$ cat src/rtl/mem_access_unit_pkg.sv
// Shared definitions for the MEM-stage data-memory initiator: size codes,
// FSM states and the request fault check.
package mem_access_unit_pkg;

    typedef enum logic [1:0] {
        SZ_BYTE = 2'b00,
        SZ_HALF = 2'b01,
        SZ_WORD = 2'b10,
        SZ_RSVD = 2'b11
    } size_t;

    typedef enum logic [1:0] {
        IDLE      = 2'b00,
        LOAD_WAIT = 2'b01,
        RMW_WRITE = 2'b10,
        DONE      = 2'b11
    } state_t;

    // Misalignment, reserved size, or a word index beyond the memory.
    function automatic logic addr_fault(input logic [1:0] size,
                                        input logic [31:0] addr,
                                        input int unsigned mem_words);
        logic w_bad_align;
        case (size)
            SZ_BYTE: w_bad_align = 1'b0;
            SZ_HALF: w_bad_align = addr[0];
            SZ_WORD: w_bad_align = (addr[1:0] != 2'b00);
            default: w_bad_align = 1'b1;
        endcase
        return w_bad_align || ({2'b00, addr[31:2]} >= mem_words);
    endfunction

endpackage

$ cat src/rtl/mem_lane_align.sv
// Little-endian lane handling: extracts and extends load data, and merges
// sub-word store data into the word read back from memory.
module mem_lane_align
    import mem_access_unit_pkg::*;
(
    input  logic [1:0]  i_offset,
    input  logic [1:0]  i_size,
    input  logic        i_signed,
    input  logic [31:0] i_rdata,
    input  logic [15:0] i_wdata,
    output logic [31:0] o_load_data,
    output logic [31:0] o_store_word
);

    logic [7:0]  w_byte;
    logic [15:0] w_half;

    assign w_byte = i_rdata[{i_offset, 3'b000} +: 8];
    assign w_half = i_offset[1] ? i_rdata[31:16] : i_rdata[15:0];

    // NOTE: every output gets a default before the case so no latch is inferred.
    always_comb begin
        o_load_data  = i_rdata;
        o_store_word = i_rdata;
        case (i_size)
            SZ_BYTE: begin
                o_load_data = {{24{i_signed & w_byte[7]}}, w_byte};
                o_store_word[{i_offset, 3'b000} +: 8] = i_wdata[7:0];
            end
            SZ_HALF: begin
                o_load_data = {{16{i_signed & w_half[15]}}, w_half};
                o_store_word[{i_offset[1], 4'b0000} +: 16] = i_wdata;
            end
            default: ;
        endcase
    end

endmodule

$ cat src/rtl/mem_access_unit.sv
// MEM-stage initiator: turns byte-addressed loads/stores into word-indexed
// memory accesses, with read-modify-write for sub-word stores.
module mem_access_unit
    import mem_access_unit_pkg::*;
#(
    parameter int unsigned MEM_WORDS = 32
) (
    input  logic        clk,
    input  logic        rst,
    input  logic        req_valid,
    input  logic        req_write,
    input  logic [1:0]  req_size,
    input  logic        req_signed,
    input  logic [31:0] req_addr,
    input  logic [31:0] req_wdata,
    output logic        stall,
    output logic        resp_valid,
    output logic [31:0] resp_rdata,
    output logic        fault,
    output logic        MemRead,
    output logic        MemWrite,
    output logic [31:0] Addr,
    output logic [31:0] Wdata,
    input  logic [31:0] Rdata
);

    state_t      r_state;
    logic [31:0] r_addr;
    logic [1:0]  r_size;
    logic        r_signed;
    logic [15:0] r_wdata;
    logic        r_resp_valid;
    logic [31:0] r_resp_rdata;
    logic        r_fault;

    logic        w_fault;
    logic        w_idle_go;
    logic        w_word_store;
    logic [31:0] w_load_data;
    logic [31:0] w_store_word;

    assign w_fault      = addr_fault(req_size, req_addr, MEM_WORDS);
    assign w_idle_go    = !rst && (r_state == IDLE) && req_valid && !w_fault;
    assign w_word_store = req_write && (req_size == SZ_WORD);

    assign MemRead  = w_idle_go && !w_word_store;
    assign MemWrite = (w_idle_go && w_word_store) || (!rst && (r_state == RMW_WRITE));
    assign stall    = !rst && ((r_state == IDLE) ? req_valid
                               : (r_state == LOAD_WAIT || r_state == RMW_WRITE));
    assign Addr     = (r_state == IDLE) ? {2'b00, req_addr[31:2]} : {2'b00, r_addr[31:2]};
    assign Wdata    = (r_state == RMW_WRITE) ? w_store_word : req_wdata;

    assign resp_valid = r_resp_valid;
    assign resp_rdata = r_resp_rdata;
    assign fault      = r_fault;

    mem_lane_align u_align (
        .i_offset     (r_addr[1:0]),
        .i_size       (r_size),
        .i_signed     (r_signed),
        .i_rdata      (Rdata),
        .i_wdata      (r_wdata),
        .o_load_data  (w_load_data),
        .o_store_word (w_store_word)
    );

    // NOTE: request copies are plain datapath registers; they are only read after an accept, so they need no reset.
    always_ff @(posedge clk) begin
        if (r_state == IDLE && req_valid) begin
            r_addr   <= req_addr;
            r_size   <= req_size;
            r_signed <= req_signed;
            r_wdata  <= req_wdata[15:0];
        end
    end

    always_ff @(posedge clk) begin
        if (rst) begin
            r_state      <= IDLE;
            r_resp_valid <= 1'b0;
            r_resp_rdata <= '0;
            r_fault      <= 1'b0;
        end else begin
            case (r_state)
                IDLE: begin
                    r_resp_valid <= 1'b0;
                    r_fault      <= 1'b0;
                    if (req_valid) begin
                        if (w_fault || w_word_store) begin
                            r_state      <= DONE;
                            r_resp_valid <= 1'b1;
                            r_fault      <= w_fault;
                            r_resp_rdata <= '0;
                        end else if (!req_write) begin
                            r_state <= LOAD_WAIT;
                        end else begin
                            r_state <= RMW_WRITE;
                        end
                    end
                end
                LOAD_WAIT: begin
                    r_state      <= DONE;
                    r_resp_valid <= 1'b1;
                    r_resp_rdata <= w_load_data;
                end
                RMW_WRITE: begin
                    r_state      <= DONE;
                    r_resp_valid <= 1'b1;
                    r_resp_rdata <= '0;
                end
                DONE: begin
                    r_state      <= IDLE;
                    r_resp_valid <= 1'b0;
                    r_fault      <= 1'b0;
                end
                default: r_state <= IDLE;
            endcase
        end
    end

endmodule
$ cat config.mk
export PLATFORM = sky130hd
export DESIGN_NAME = mem_access_unit
export DESIGN_NICKNAME = d
export VERILOG_FILES = /design/src/rtl/mem_access_unit_pkg.sv /design/src/rtl/mem_lane_align.sv /design/src/rtl/mem_access_unit.sv
export SDC_FILE = /design/constraint.sdc
export NUM_CORES = 1
export LEC_CHECK = 0
export BUFFER_PORTS_ARGS = -buffer_cell sky130_fd_sc_hd__clkbuf_2
export CORE_MARGIN = 8
export CORE_UTILIZATION = 50
export CTS_BUF_LIST = sky130_fd_sc_hd__clkbuf_8
export CTS_CLUSTER_SIZE = 10
export DETAILED_ROUTE_END_ITERATION = 10
export GPL_TIMING_DRIVEN = 0
export MAX_ROUTING_LAYER = met4
export PLACE_DENSITY = 0.81
export SYNTH_ARGS = -nofsm -noshare
export SYNTH_HDL_FRONTEND = slang
export SYNTH_SLANG_ARGS = --single-unit
$ cat constraint.sdc
create_clock -name clk -period 3.28 [get_ports clk]
set_clock_uncertainty 0.05 [all_clocks]
set_input_delay 0.492 -clock clk [delete_from_list [all_inputs] [get_ports clk]]
set_output_delay 0.492 -clock clk [all_outputs]
set_load 0.02 [all_outputs]
==> metrics.yaml <==
outcome: "complete, no violations"
port-buffer-count: 201
timing.fmax_mhz: 313.7
antenna_found_initial: 0
antenna_cells: 0
grt_pass1_vias: 5795
synth-edff-count: 51
syn_area_sq_mm: 0.005545
hold_start: "req_signed"
finalWorstSetupSlack_ns: 0.09173
grt_max_degree: 38
fp-row-count: 38
fin_crit_sh: 0.9720
timing.final.crit_period_ns: 3.188
place_congestion: 0.9324
nets: 939
critical_path_arrival_ns: 2.65
end_kind: "output pin"
cts_root_buf: "clkbuf_8"
r2r_end: "resp_rdata[26]"
htreeDepth: 3
cts_max_path_buffers: 2
synth_seq_area_share: 0.4061
yosysWarnings: 0
yosys-top-cells-area: "edfxtp_1 (28%), dfxtp_1 (13%), mux2_2 (7.1%)"
layout_commonest_cell: "clkbuf_2"
finalSetupViolations: 0
timing.rr.start: "r_size[0]"
stdcell_count: 970
grt-ovfl-total: 0
final-hold-violation-count: 0
synthArstFlopShare: 0
relSlewSlack: 0.4312
ir_drop_mv: 0.5879
drc: 0
worstPathMaxFanout: 12
avgViaCountPerCell: 5.744
synth_top_cell_by_area: "edfxtp_1"
grtUsageTotal: 0.2775
clk_pin_slew_ns: 0.09
finalWirelength_um: 20170
hold_depth: 1
syn_inst: 606
synth_ff_type: "edfxtp_1"
dp_hpwl_um: 16250
area_delta_synth_final_pct: 28.59
vias: 5572
synth.top_cell.area_share: 0.2762
max-cap-violations: 0
clk_latency_ns: 0.38
drtPass1Iterations: 6
synth_area_per_cell_sq_um: 9.151
numCtsBuffers: 9
cts_tree: "done"
power_density_mw_per_mm2: 772.8
dp.cells: 949
p_leak_nw: 3.042
coreArea_sq_mm: 0.01084
cp.required_ns: 2.74
synth-seq-cells: 87
finalPower_mw: 5.510
reg2reg_depth: 7
postCtsHoldBufs: 0
grt_first_pass_wirelength_um: 31150
drive_gt1_frac: 0.3554
cts_num_sinks: 87
io_pins: 204
fill_cells: 932
wire_per_inst_um: 20.79
drt-initial-drc-count: 478
fp.dieH_um: 121.3
final_cell_mix: "clkbuf_2 (198), nand2_1 (80), nor2_1 (51), edfxtp_1 (51), nand2b_1 (42)"
initial_core_util: 0.5115
fin_util: 0.6578
postRouteAntennaNets: 0
dieArea_sq_mm: 0.01472
critical_path_class: "flop to output pin"
slew_viol_final: 0
synthDistinctLibCells: 52
r2r_setup_slack_ns: 0.77
worstMarginPinSlew_ns: 0.8532
crit_path_start_kind: "flop"
rsz0062_at_grt: "false"
die_w_um: 121.3
hp-class: "input pin to flop"
place_ws_ns: -0.7331
hold_end: "r_signed"
==> final cells by class <==
cell class              count  area, sq um  area share
multi-input cells         459         3093      0.4338
flip-flops and latches     87         2252      0.3158
clock inverters             7        87.58     0.01228
inverters                  17        70.07    0.009826
plain buffers              41        232.7     0.03264
repair buffers            210         1096      0.1537
clock buffers               9        123.9     0.01737
well taps                 140        175.2     0.02457
==> through the flow <==
step	TNS, ns	hold WS [ns]	area, sq um
detailed placement	-13.40	0.4047	6750
global placement	-12.72	0.3979	6730
global route	0	0.2324	7131
CTS	0	0.2275	7078
floorplan	0	0.4831	5549
finish	0	0.2359	7131
==> logic make-up after synthesis <==
logic type / count (synthesis) / synth area share
compound gates: 156 / 0.1871
fa+ha+maj: 11 / 0.02482
buf+inv: 61 / 0.04919
flops: 87 / 0.4061
mux: 75 / 0.1455
other cells: 1 / 0.0006762
simple gates: 215 / 0.1866
==> Yosys cell counts (2+ instances only) <==
library cell / number
dfxtp_1: 36
a21oi_1: 37
buf_8: 3
ha_1: 11
nor4_1: 4
nand2b_1: 42
a21o_1: 2
o211ai_1: 4
a41oi_1: 13
o31ai_1: 8
nor3_1: 3
and3_1: 3
nor2_1: 53
mux2i_1: 39
inv_1: 16
buf_2: 2
nor2b_1: 12
a2bb2oi_1: 2
buf_1: 5
o21a_1: 2
a31oi_1: 5
nand3_1: 4
a22o_1: 7
o22ai_1: 5
or3_4: 2
mux2_2: 35
a221o_1: 4
o21ai_1: 3
o21ai_0: 39
edfxtp_1: 51
a221oi_1: 12
buf_4: 2
nand4_1: 3
nor4bb_1: 2
a22oi_1: 8
clkbuf_1: 32
nand2_1: 80
==> worst max-delay path, cell delays in order, from the launching register on <==
cell and delay, ns:
edfxtp_1 0.47, clkbuf_8 0.19, inv_4 0.10, buf_8 0.16, ha_4 0.22, nor4bb_4 0.34
buf_4 0.19, a22o_1 0.12, nand2_1 0.05, a31oi_1 0.22, clkbuf_2 0.20
==> per-layer routing <==
layer | wire length, um | vias to the layer above | global-route usage
met5 | 0 | - | -
met4 | 607 | 0 | 0.1149
met3 | 1806 | 44 | 0.05910
met2 | 9723 | 299 | 0.4552
met1 | 8029 | 2574 | 0.3239
li1 | - | 2655 | -
==> worst max path at each step <==
stage	start	end
after CTS	r_addr[1]	Wdata[18]
after floorplan	r_addr[1]	Wdata[0]
final	r_addr[1]	Wdata[4]
after detailed placement	r_addr[1]	Wdata[0]
after global placement	r_addr[1]	Wdata[0]
after global routing	r_addr[1]	Wdata[4]
==> state kept, by name, indices dropped and copies added (netlist names) <==
name / flops
r_signed: 1
r_addr: 32
r_size: 2
resp_valid: 1
r_state: 2
fault: 1
resp_rdata: 32
r_wdata: 16
==> what timing repair did <==
item / 4_1_cts / 5_1_grt
pin swaps: 3 / 4
endpoints found under the setup margin: 32 / 30
resized for setup: 22 / 19
setup buffers: 5 / 3
endpoints found under the hold margin: 0 / 0
==> power breakdown <==
part           switching [mW]  internal, mW  total, mW  leakage (nW)
sequential              0.143          1.42       1.56         0.771
combinational            1.97          1.16       3.13          2.16
clock                   0.451         0.371      0.822         0.108
No activity file was read; power rests on OpenSTA's default activity.
